<file path="config.mk">
export PLATFORM = sky130hd
export DESIGN_NAME = pipeline_hazard_ctrl
export DESIGN_NICKNAME = d
export VERILOG_FILES = /design/src/rtl/pipeline_hazard_ctrl.sv
export SDC_FILE = /design/constraint.sdc
export NUM_CORES = 1
export LEC_CHECK = 0
export BUFFER_PORTS_ARGS = -buffer_cell sky130_fd_sc_hd__clkbuf_2
export CAP_MARGIN = 15
export CORE_MARGIN = 2
export CORE_UTILIZATION = 34
export CTS_CLUSTER_DIAMETER = 60
export CTS_CLUSTER_SIZE = 12
export DETAILED_ROUTE_END_ITERATION = 6
export MAX_ROUTING_LAYER = met4
export PLACE_DENSITY_LB_ADDON = 0.1
export SETUP_SLACK_MARGIN = 0.15
export SLEW_MARGIN = 10
export SYNTH_ARGS = -nofsm -noshare
export SYNTH_HDL_FRONTEND = slang
export SYNTH_SLANG_ARGS = --single-unit
</file>
<file path="constraint.sdc">
create_clock -name Clk -period 1.9 [get_ports Clk]
set_clock_uncertainty 0.2 [all_clocks]
set_input_delay 0 -clock Clk [delete_from_list [all_inputs] [get_ports Clk]]
set_output_delay 0 -clock Clk [all_outputs]
set_load 0.05 [all_outputs]
</file>
<file path="src/rtl/pipeline_hazard_ctrl.sv">
// Stall/flush sequencer for the 5-stage pipeline: combinational enables and bubble selects, registered state.
// Defining HAZARD_PERF_CNT_EN adds the saturating stall_cycles/flush_count counters; otherwise both read 0.
module pipeline_hazard_ctrl #(
   parameter int LOAD_BUBBLES = 1
) (
   input  logic        Clk,
   input  logic        Clrn,
   input  logic [4:0]  id_rs,
   input  logic [4:0]  id_rt,
   input  logic        id_uses_rt,
   input  logic        ex_mem_read,
   input  logic [4:0]  ex_rd,
   input  logic        ex_branch_taken,
   input  logic        mem_req,
   input  logic        mem_ready,
   output logic        pc_en,
   output logic        ifid_en,
   output logic        idex_en,
   output logic        exmem_en,
   output logic        memwb_en,
   output logic        ifid_bubble,
   output logic        idex_bubble,
   output logic        memwb_bubble,
   output logic [31:0] stall_cycles,
   output logic [15:0] flush_count
);

   typedef enum logic [1:0] {
      RUN        = 2'd0,
      LOAD_STALL = 2'd1,
      MEM_WAIT   = 2'd2
   } state_t;

   state_t     state, state_nxt;
   logic [1:0] bcnt, bcnt_nxt;
   logic       load_use;
   logic       mem_wait;

   assign load_use = ex_mem_read && (ex_rd != 5'd0) &&
                     ((ex_rd == id_rs) || (id_uses_rt && (ex_rd == id_rt)));
   assign mem_wait = mem_req && !mem_ready;

   always_comb begin
      pc_en        = 1'b1;
      ifid_en      = 1'b1;
      idex_en      = 1'b1;
      exmem_en     = 1'b1;
      memwb_en     = 1'b1;
      ifid_bubble  = 1'b0;
      idex_bubble  = 1'b0;
      memwb_bubble = 1'b0;
      state_nxt    = state;
      bcnt_nxt     = bcnt;
      case (state)
         RUN: begin
            if (mem_wait) begin
               pc_en        = 1'b0;
               ifid_en      = 1'b0;
               idex_en      = 1'b0;
               exmem_en     = 1'b0;
               memwb_bubble = 1'b1;
               state_nxt    = MEM_WAIT;
            end else if (load_use) begin
               pc_en       = 1'b0;
               ifid_en     = 1'b0;
               idex_bubble = 1'b1;
               if (LOAD_BUBBLES > 1) begin
                  state_nxt = LOAD_STALL;
                  bcnt_nxt  = 2'(LOAD_BUBBLES - 1);
               end
            end else if (ex_branch_taken) begin
               ifid_bubble = 1'b1;
               idex_bubble = 1'b1;
            end
         end
         LOAD_STALL: begin
            // A memory wait freezes everything, so the remaining bubble count is held.
            if (mem_wait) begin
               pc_en        = 1'b0;
               ifid_en      = 1'b0;
               idex_en      = 1'b0;
               exmem_en     = 1'b0;
               memwb_bubble = 1'b1;
            end else begin
               pc_en       = 1'b0;
               ifid_en     = 1'b0;
               idex_bubble = 1'b1;
               bcnt_nxt    = bcnt - 2'd1;
               if (bcnt_nxt == 2'd0) state_nxt = RUN;
            end
         end
         MEM_WAIT: begin
            if (!mem_ready) begin
               pc_en        = 1'b0;
               ifid_en      = 1'b0;
               idex_en      = 1'b0;
               exmem_en     = 1'b0;
               memwb_bubble = 1'b1;
            end else begin
               // Release cycle: a branch held through the freeze squashes now, once.
               state_nxt = RUN;
               if (ex_branch_taken) begin
                  ifid_bubble = 1'b1;
                  idex_bubble = 1'b1;
               end
            end
         end
         default: state_nxt = RUN;
      endcase
   end

   always_ff @(posedge Clk or negedge Clrn) begin
      if (!Clrn) begin
         state <= RUN;
         bcnt  <= 2'd0;
      end else begin
         state <= state_nxt;
         bcnt  <= bcnt_nxt;
      end
   end

`ifdef HAZARD_PERF_CNT_EN
   // ifid_bubble is asserted exactly on the cycles a taken branch squashes.
   always_ff @(posedge Clk or negedge Clrn) begin
      if (!Clrn) begin
         stall_cycles <= '0;
         flush_count  <= '0;
      end else begin
         if (!pc_en && (stall_cycles != '1)) stall_cycles <= stall_cycles + 32'd1;
         if (ifid_bubble && (flush_count != '1)) flush_count <= flush_count + 16'd1;
      end
   end
`else
   assign stall_cycles = '0;
   assign flush_count  = '0;
`endif

endmodule

</file>
==> results by group <==
Outcome
  – Status: completed

Logic synthesis
  – Post-synth EDFFs: 0
  – Synthesized area: 616 µm²
  – Synth top area share: 0.622
  – Asr flop ratio synth: 1.00
  – Most common cell in the synthesized netlist: buf_4
  – Seq/Total Area, Yosys: 0.0407
  – Synth area leader: buf_4
  – Yosys warning count: 0
  – Library cells used by synthesis: 18
  – Top cells by area, synth: buf_4 (62%), xnor2_1 (14%), dfrtp_1 (4.1%)
  – Synth Instances: 84
  – Synth Flop Type: dfrtp_1
  – Post-Syn Area per Cell: 7.33 µm²
  – Synthesized flop and latch total: 1
  – Most frequent cells after synthesis: buf_4 (51), xnor2_1 (10), nand2_1 (4)

Route
  – Starting DRT DRC Count: 1
  – # DRC: 0
  – Antenna-violating nets left: 0
  – Final WL: about 930 µm
  – Vias: ~440
  – WL per Instance: 6.94 µm
  – First-pass DRT Iterations: 3
  – Via density per instance: 3.25

Setup path
  – Buffer and inverter count on the worst path: 2
  – Max FO, Critical Path: 3
  – Worst Path Arrival: 1.34 ns
  – Crit-path max cell delay: 0.54 ns
  – Worst path required time: 1.70 ns
  – CP Class: input pin to primary output
  – Cell chain of the critical path: clkbuf_2, or4_1, o21ai_2, a21oi_2, a21oi_4, clkbuf_2
  – Slowest stage cell, crit path: or4_1
  – Crit end category: primary output
  – Delay-heaviest family, CP: simple AND/OR/NAND/NOR gates
  – Startpoint Class: input pin
  – Critical Path Most Common Cell: clkbuf_2

GRT
  – First-pass GRT wire length: 1190 µm
  – Largest net degree at the start of global routing: 6
  – Total gr overflow: 0
  – GR Util All Layers: 0.0744
  – Initial antenna violation count: 0
  – Number of global-route vias before repair: 304

CTS
  – Worst-Skew Late Latency: 0 ns
  – Post-CTS Setup Bufs: 0
  – PostCTS Resize Cnt: 0
  – Clock transition at the registers of the reported paths: 0 ns

Power and ir drop
  – Comb power frac: 0.933
  – Total Power: ~0.37 mW
  – Internal power: 0.0733 mW
  – Leak: 0.364 nW
  – Maximum vdd drop: 0.202 mV
  – PD cells: about 600 nW/µm²
  – P_sw: 0.292 mW
  – Sw frac: 0.800
  – Clock power frac: 0
  – Seq pwr share: 0.067

Finish
  – Multi-input logic area: just under 400 µm²
  – Max reg flops: 1
  – Final Cell Area: 612 µm²
  – Largest Register: state
  – Layout Nets: 133
  – Layout area overhead: -0.610%
  – Sequential cell area: 25.0 µm²
  – Fillers: 191
  – Share of cells above drive strength 1: 0.312
  – Antenna Cells: 0
  – Largest registers: state x1

Placed design
  – Detail Placement HPWL: 922 µm
  – Post-DP Area: 602 µm²
  – GPL Wtd Cong: 0.679
  – Port Buf Inserts: 28

STA
  – Setup tns final: 0 ns
  – Minimum clock period: approximately 1.5 ns
  – Unrepaired setup endpoints after global routing: false
  – # setup viols final: 0
  – Max Fclk: 650 MHz
  – Slew Limit Fails: 0
  – Fin crit share: 0.809
  – Fin. Hold Viols: 0

Floorplan
  – Core Area: around 1700 µm²
  – Starting Density: 0.360
  – Core Rows: 15
  – Die X: 46.6 µm
  – # IOs: between 70 and 80
  – Die area: roughly 2200 µm²
  – Die Ht: approximately 47 µm

Run
  – Max-cap violations: 0

Hold path
  – Hold WC Path Type: input pin to async pin
-- final timing paths --
path | startpoint | to | slack [ns] | depth (start not counted)
min | Clrn | state[1] | 0.11 | 2
min in group Clk | mem_ready | state[1] | 0.17 | 3
min reg2reg | state[1] | state[1] | 0.53 | 3
max | ex_rd[1] | ifid_en | 0.36 | 6
max reg2reg | state[1] | state[1] | 0.89 | 3
max in group asynchronous | Clrn | state[1] | 1.30 | 2
-- what timing repair did --
action                                  4_1_cts  5_1_grt
hold endpoints to repair                      1        0
endpoints found under the setup margin        0        0
hold buffers                                  1        0
-- kinds of logic (layout without fill, tap and decap cells) --
group / after synthesis / after routing / share of synthesized area
XOR/XNOR: 10 / 10 / 0.142
buffers and inverters: 53 / 31 / 0.634
AO/OA/AOI/OAI: 7 / 7 / 0.0793
AND/OR/NAND/NOR: 11 / 11 / 0.0915
flip-flops: 1 / 1 / 0.0406
other: 2 / 49 / 0.0122
-- cell type report --
type / count / share of cell area
tap: 25 / 0.0511
timing repair buffer: 29 / 0.245
multi-input combinational: 77 / 0.644
inverter: 2 / 0.0184
sequential: 1 / 0.0409
-- power groups by stage --
stage	combinational [mW]	clock, mW	sequential, mW
global route	0.360	0	0.0246
detailed placement	0.339	0	0.0245
floorplan	0.380	0	0.0242
finish	0.341	0	0.0246
CTS	0.341	0	0.0245
global placement	0.338	0	0.0246
-- through the flow --
| stage | worst slack [ns] | hold WS [ns] | cells | util |
|---|---|---|---|---|
| 2_1_floorplan | 0.0261 | -0.496 | 131 | - |
| 3_3_place_gp | 0.370 | -0.424 | 133 | 0.352 |
| 3_5_place_dp | 0.357 | -0.423 | 133 | 0.352 |
| 4_1_cts | 0.357 | 0.112 | 134 | 0.358 |
| 5_1_grt | 0.307 | 0.129 | 134 | 0.358 |
| 6_report | 0.363 | 0.113 | 134 | 0.358 |
-- cells in the final DEF, fill, tap and decap left out --
cell type,n
or2_4,1
a21oi_1,1
a21oi_2,2
inv_1,1
o21ai_2,1
dfrtp_1,1
nand2_1,4
nor2b_1,1
a21oi_4,1
o211a_1,1
nand4_1,1
clkinvlp_4,1
or4_1,1
nand2b_1,1
conb_1,49
dlygate4sd3_1,1
clkbuf_2,28
nor2_1,1
o22ai_1,1
xnor2_1,10
nand3_1,1
-- worst register-to-register path, cell delays in order, from the launching register on --
cell and delay [ns]:
dfrtp_1 0.36, nor2_1 0.05, or2_4 0.27, inv_1 0.05
-- layer usage --
layer,wire length (µm),part of all wire,GRT usage
met1,282,0.30,0.0762
met2,545,0.59,0.161
met3,102,0.11,0
met4,0,0,0
met5,0,0,-
Note: power is estimated with default switching activity, not from simulation.
